--- config.mk ---
export PLATFORM = sky130hd
export DESIGN_NAME = bp_be_nonsynth_slot_tracker
export DESIGN_NICKNAME = d
export VERILOG_FILES = /design/src/rtl/bp_be_pkg.sv /design/src/rtl/bp_be_nonsynth_slot_stage.sv /design/src/rtl/bp_be_nonsynth_slot_tracker.sv
export SDC_FILE = /design/constraint.sdc
export NUM_CORES = 1
export LEC_CHECK = 0
export BUFFER_PORTS_ARGS = -buffer_cell sky130_fd_sc_hd__buf_4
export CORE_ASPECT_RATIO = 0.6
export CORE_UTILIZATION = 50
export DETAILED_ROUTE_END_ITERATION = 8
export GPL_ROUTABILITY_DRIVEN = 0
export PLACE_DENSITY = 0.7
export SYNTH_ARGS = -nofsm -noshare
export SYNTH_HDL_FRONTEND = slang
export SYNTH_SLANG_ARGS = --single-unit
--- constraint.sdc ---
create_clock -name clk_i -period 2.6 [get_ports clk_i]
set_clock_uncertainty 0.15 [all_clocks]
set_input_delay 0.13 -clock clk_i [delete_from_list [all_inputs] [get_ports clk_i]]
set_output_delay 0.13 -clock clk_i [all_outputs]
set_load 0.005 [all_outputs]
--- src/rtl/bp_be_pkg.sv ---
// Backend package: the slot classification enum and its helpers used by the
// slot tracker. The slot record itself depends on the PC width, so it is
// declared through the BP_BE_DECLARE_SLOT_S macro below. Each module that
// needs the record expands that macro with its own vaddr_width_p.
//
// Contents:
//   bp_be_slot_class_e  : what a pipeline slot holds (3 bits)
//   slot_class_width_gp : width of the class field, used to size slot ports
//   bp_be_kill_class    : class a slot takes when poison/roll hits it
//   BP_BE_DECLARE_SLOT_S: macro declaring bp_be_slot_s {slot_class, pc}
package bp_be_pkg;

    localparam int slot_class_width_gp = 3;

    typedef enum logic [slot_class_width_gp-1:0] {
        e_slot_instr  = 3'd0,
        e_slot_fe_nop = 3'd1,
        e_slot_be_nop = 3'd2,
        e_slot_poison = 3'd3,
        e_slot_roll   = 3'd4
    } bp_be_slot_class_e;

    // Roll is the stronger kill. Once a slot is marked ROLL, a later poison
    // must not demote it. Bubbles are re-marked like real instructions.
    function automatic bp_be_slot_class_e bp_be_kill_class(
        input bp_be_slot_class_e cls,
        input logic              poison,
        input logic              roll
    );
        if (roll) begin
            return e_slot_roll;
        end
        if (poison && (cls != e_slot_roll)) begin
            return e_slot_poison;
        end
        return cls;
    endfunction

endpackage

`define BP_BE_DECLARE_SLOT_S(vaddr_width_mp) \
    typedef struct packed { \
        bp_be_slot_class_e           slot_class; \
        logic [vaddr_width_mp-1:0]   pc; \
    } bp_be_slot_s

--- src/rtl/bp_be_nonsynth_slot_stage.sv ---
// One stage register of the slot tracker pipe. It holds a single
// {slot_class, pc} record.
//
// Ports:
//   clk         : clock
//   reset_n     : asynchronous active-low reset; clears the stage to FE_NOP, pc=0
//   hold        : stage keeps its own (possibly kill-marked) value
//   poison      : mark this stage POISON unless it is already ROLL
//   roll        : mark this stage ROLL
//   next_slot   : value loaded when not holding (upstream's marked value)
//   slot        : registered stage contents, before any kill this cycle
//   marked_slot : stage contents with this cycle's kill marks applied
module bp_be_nonsynth_slot_stage
    import bp_be_pkg::*;
#(
    parameter int vaddr_width_p = 39
)
(
    input  logic                                        clk,
    input  logic                                        reset_n,
    input  logic                                        hold,
    input  logic                                        poison,
    input  logic                                        roll,
    input  logic [slot_class_width_gp+vaddr_width_p-1:0] next_slot,
    output logic [slot_class_width_gp+vaddr_width_p-1:0] slot,
    output logic [slot_class_width_gp+vaddr_width_p-1:0] marked_slot
);

    `BP_BE_DECLARE_SLOT_S(vaddr_width_p);

    bp_be_slot_s current;
    bp_be_slot_s killed;

    // Kill marks apply to the value before the shift. The marked copy is
    // what moves downstream or, when holding, what is written back in place.
    always_comb begin
        killed            = current;
        killed.slot_class = bp_be_kill_class(current.slot_class, poison, roll);
    end

    // Reset forces an FE bubble so the tracker reports fe_nop right away.
    always_ff @(posedge clk or negedge reset_n) begin
        if (!reset_n) begin
            current <= '{slot_class: e_slot_fe_nop, pc: '0};
        end else if (hold) begin
            current <= killed;
        end else begin
            current <= bp_be_slot_s'(next_slot);
        end
    end

    assign slot        = current;
    assign marked_slot = killed;

endmodule

--- src/rtl/bp_be_nonsynth_slot_tracker.sv ---
// Backend slot tracker. It follows every pipeline slot from issue (stage 0)
// to commit (stage pipe_depth_p-1). At commit it classifies the slot for the
// performance counters, so exactly one of the classification outputs is
// high each cycle. A bubble or squash is counted in the cycle its slot
// reaches commit.
//
// Ports:
//   clk_i       : clock
//   reset_n_i   : asynchronous active-low reset
//   fe_v_i      : FE presents an instruction at issue
//   be_hazard_i : BE refuses issue; a BE bubble enters instead
//   issue_pc_i  : PC of the issuing instruction
//   stall_i     : memory hold; pipe does not advance, stage-0 entry dropped
//   poison_i    : kill all in-flight slots (exception/redirect)
//   roll_i      : kill all in-flight slots as rollback replay
//   fe_nop_o, be_nop_o, me_nop_o, poison_o, roll_o, instr_cmt_o : one-hot class
//   cmt_pc_o    : PC of committing slot (0 for bubbles and during stall)
module bp_be_nonsynth_slot_tracker
    import bp_be_pkg::*;
#(
    parameter int pipe_depth_p  = 5,
    parameter int vaddr_width_p = 39
)
(
    input  logic                     clk_i,
    input  logic                     reset_n_i,
    input  logic                     fe_v_i,
    input  logic                     be_hazard_i,
    input  logic [vaddr_width_p-1:0] issue_pc_i,
    input  logic                     stall_i,
    input  logic                     poison_i,
    input  logic                     roll_i,
    output logic                     fe_nop_o,
    output logic                     be_nop_o,
    output logic                     me_nop_o,
    output logic                     poison_o,
    output logic                     roll_o,
    output logic                     instr_cmt_o,
    output logic [vaddr_width_p-1:0] cmt_pc_o
);

    `BP_BE_DECLARE_SLOT_S(vaddr_width_p);

    localparam int slot_width_lp = slot_class_width_gp + vaddr_width_p;

    bp_be_slot_s              entry;
    bp_be_slot_s              commit;
    logic [slot_width_lp-1:0] stage_slot   [pipe_depth_p];
    logic [slot_width_lp-1:0] stage_marked [pipe_depth_p];

    // Stage-0 entry: a BE hazard wins over a missing FE instruction.
    // Bubbles always carry pc=0.
    always_comb begin
        entry = '{slot_class: e_slot_fe_nop, pc: '0};
        if (be_hazard_i) begin
            entry = '{slot_class: e_slot_be_nop, pc: '0};
        end else if (fe_v_i) begin
            entry = '{slot_class: e_slot_instr, pc: issue_pc_i};
        end
    end

    // Stage 0 loads the unmarked entry, so a slot issued together with a kill
    // survives. Later stages load their predecessor's kill-marked value.
    for (genvar k = 0; k < pipe_depth_p; k++) begin : stage
        logic [slot_width_lp-1:0] upstream;

        if (k == 0) begin : head
            assign upstream = entry;
        end else begin : body
            assign upstream = stage_marked[k-1];
        end

        bp_be_nonsynth_slot_stage #(
            .vaddr_width_p(vaddr_width_p)
        ) slot_stage (
            .clk         (clk_i),
            .reset_n     (reset_n_i),
            .hold        (stall_i),
            .poison      (poison_i),
            .roll        (roll_i),
            .next_slot   (upstream),
            .slot        (stage_slot[k]),
            .marked_slot (stage_marked[k])
        );
    end

    // Commit has already happened this cycle, so the pre-kill value of the
    // last stage is reported, not its marked copy.
    assign commit = bp_be_slot_s'(stage_slot[pipe_depth_p-1]);

    // A stall blocks commit outright. Otherwise decode the commit class.
    always_comb begin
        fe_nop_o    = 1'b0;
        be_nop_o    = 1'b0;
        me_nop_o    = 1'b0;
        poison_o    = 1'b0;
        roll_o      = 1'b0;
        instr_cmt_o = 1'b0;
        cmt_pc_o    = '0;
        if (stall_i) begin
            me_nop_o = 1'b1;
        end else begin
            cmt_pc_o = commit.pc;
            unique case (commit.slot_class)
                e_slot_instr:  instr_cmt_o = 1'b1;
                e_slot_fe_nop: fe_nop_o    = 1'b1;
                e_slot_be_nop: be_nop_o    = 1'b1;
                e_slot_poison: poison_o    = 1'b1;
                e_slot_roll:   roll_o      = 1'b1;
                default:       fe_nop_o    = 1'b1;
            endcase
        end
    end

    // The downstream counters rely on exactly one classification per cycle.
    one_class_per_cycle: assert property (
        @(posedge clk_i) disable iff (!reset_n_i)
        $onehot({fe_nop_o, be_nop_o, me_nop_o, poison_o, roll_o, instr_cmt_o})
    );

endmodule

==> impl_metrics.env <==
export IMPL_outcome="finished clean"
export IMPL_synthAdderAreaFrac_pct=0
export IMPL_avgViaCountPerCell=5.062
export IMPL_fin_util_pct=62.80
export IMPL_critPathBufInv=1
export IMPL_ir_worst_vdd_v=0.0004087
export IMPL_cp_max_fo=8
export IMPL_antenna_found_initial=0
export IMPL_final_cell_mix="205 x dfrtp_1, 160 x mux2_2, 96 x buf_4"
export IMPL_whs_ps=80.73
export IMPL_synthMuxAreaShare_pct=21.98
export IMPL_crit_slowest_cell="dfstp_2"
export IMPL_core_area_sq_um=16260
export IMPL_fin_cells=913
export IMPL_ioPinCount=91
export IMPL_synth_avg_cell_area_sq_um=15.41
export IMPL_drt_first_pass_iters=4
export IMPL_synth_xor_area_share_pct=0
export IMPL_drv_cap=0
export IMPL_fmax_mhz=529.3
export IMPL_vias=4622
export IMPL_grt_max_degree=129
export IMPL_crit_required_ps=2320
export IMPL_ys_seq_area_share_pct=63.12
export IMPL_endpoint_kind="output port"
export IMPL_grt_setup_unrepaired="false"
export IMPL_antenna_cells=0
export IMPL_fin_crit_sh_pct=72.67
export IMPL_setup_viol=0
export IMPL_hold_violations=0
export IMPL_power_density_nw_per_um2=707.9
export IMPL_wl_per_cell_um=15.18
export IMPL_syn_area_sq_um=8335
export IMPL_worstSetupPathType="reg -> out"
export IMPL_synth_seq_cells=210
export IMPL_leakage_nw=5.026
export IMPL_cp_arrival_ps=1610
export IMPL_slew_headroom_pct=41.21
export IMPL_drive_gt1_share_pct=44.09
export IMPL_dieArea_sq_um=17210
export IMPL_grt_usage_pct=16.72
export IMPL_cts_buffers=19
export IMPL_cts_path_max_buffers=3
export IMPL_portBuffers=90
export IMPL_syn_instance_count=541
export IMPL_cpLargestDelayFamily="flip-flops"
export IMPL_drc=0
export IMPL_die_h_um=102.0
export IMPL_min_period_ps=1889
export IMPL_slew_violations=0
export IMPL_htree_levels=1
export IMPL_multiInputGateArea_sq_um=2775
export IMPL_tightestPinTransition_ps=881.8
export IMPL_ant_nets=0
export IMPL_gr_total_overflow=0
export IMPL_synth_nets=587
export IMPL_synthSimpleGateAreaFrac_pct=4.743
export IMPL_drt_iter0_markers=257
export IMPL_fin_ws_ps=710.6
export IMPL_numClockSinks=210
export IMPL_slowest_delay_ps=610
export IMPL_synth_distinct_cells=32
export IMPL_synth_warnings=0
export IMPL_clkSlewWorstSetupHoldPaths_ps=60
export IMPL_rows=36
export IMPL_grt_pass1_wl_um=23230
export IMPL_fin_nets=719
export IMPL_synth_compound_area_share_pct=6.500
export IMPL_synth_top_family_by_area="multiplexers"
export IMPL_fillers=1244
export IMPL_start_util_pct=51.26
export IMPL_hold_class="in -> async"
export IMPL_dp_cells=834
export IMPL_layout_commonest_cell="dfrtp_1"
export IMPL_clock_latency_ps=470
export IMPL_routed_wl_um=13860
export IMPL_crit_path_cell_trace="nor4bb_1 > buf_4"
export IMPL_cts_tree="yes"
export IMPL_hpwl_um=8530
export IMPL_syn_to_final_growth_pct=22.52
export IMPL_post_cts_buffers=0
export IMPL_die_w_um=168.7
export IMPL_grt_pass1_vias=4689
export IMPL_cts_root_buffer="clkbuf_16"
export IMPL_tns_ps=0
export IMPL_startpoint_type="register"
export IMPL_register_area_sq_um=5261
export IMPL_place_ws_ps=779.9
-- path summary, 6_finish.rpt --
kind,from,end,slack [ps],cells after the start
max reg2reg,stage[0].slot_stage.slot[39]$_DFF_PN1_,stage[0].slot_stage.slot[39]$_DFF_PN1_,750,4
min,reset_n_i,stage[4].slot_stage.marked_slot[1]$_DFFE_PN0N_,80,2
min in group clk_i,stall_i,stage[0].slot_stage.slot[41]$_DFF_PN0_,120,2
max in group asynchronous,reset_n_i,stage[4].slot_stage.marked_slot[22]$_DFFE_PN0N_,1500,3
max,stage[4].slot_stage.slot[39]$_DFFE_PN1P_,poison_o,710,2
min reg2reg,stage[4].slot_stage.marked_slot[14]$_DFFE_PN0N_,stage[4].slot_stage.marked_slot[14]$_DFFE_PN0N_,350,1
-- metal layers --
layer / wire length [um] / up-vias / share of wire [%] / GRT usage [%]
met5: 0 / - / 0 / 0
met4: 299 / 0 / 2.2 / 4.825
met3: 454 / 28 / 3.3 / 2.982
met2: 6454 / 85 / 47 / 27.43
met1: 6649 / 2314 / 48 / 23.22
li1: - / 2195 / - / -
-- power by group --
part	internal, mW	switching [mW]
registers	3.58	0.164
logic	0.485	0.312
clock network	1.55	1.14
-- cells in the mapped netlist (all sizes together) --
cell / count / area share (%)
mux2i: 3 / 0.36
a311oi: 1 / 0.18
dfrtp: 205 / 62
o32ai: 1 / 0.11
a21o: 1 / 0.090
inv: 2 / 0.090
nand2: 1 / 0.045
nor2b: 41 / 3.1
nor4: 1 / 0.075
a21oi: 4 / 0.24
nor3b: 3 / 0.33
a2bb2oi: 1 / 0.11
o21ai: 7 / 0.42
or2: 2 / 0.15
nand2b: 5 / 0.38
a22o: 39 / 4.1
mux2: 160 / 22
nor2: 4 / 0.18
a31oi: 1 / 0.075
nor4b: 3 / 0.39
nor4bb: 1 / 0.12
dfstp: 5 / 1.6
clkbuf: 5 / 0.23
o22ai: 4 / 0.38
o21a: 5 / 0.45
buf: 32 / 3.3
a211oi: 4 / 0.36
-- cells by family (layout without fill, tap and decap cells) --
family | after synthesis | count (layout)
AOI/OAI and AO/OA | 68 | 68
buffers and inverters | 39 | 183
DFF | 210 | 210
muxes | 163 | 163
and+or+nand+nor | 61 | 61
-- flip-flops by register name (all words and copies together), names as in the netlist --
signal,count
stage.slot_stage.marked_slot,195
stage.slot_stage.slot,15
-- repair_timing --
item / in CTS / in global routing
endpoints found under the hold margin: 127 / 0
resized for setup: 0 / 0
hold buffers: 46 / 0
-- through the flow --
| stage | area (sq um) | power [mW] |
|---|---|---|
| finish | 10210 | 7.229 |
| global route | 10210 | 7.560 |
| CTS | 10210 | 7.316 |
| detailed placement | 9159 | 4.558 |
| global placement | 9159 | 4.507 |
| floorplan | 8335 | 4.247 |
-- final cells by class --
class / instances / share of cell area, %
multi-input combinational: 292 / 27.17
tap: 228 / 2.793
inverter: 2 / 0.07351
sequential: 210 / 51.52
clock buffer: 23 / 4.803
clock inverter: 10 / 1.005
timing repair buffer: 148 / 12.63
No activity file was read; power rests on OpenSTA's default activity.
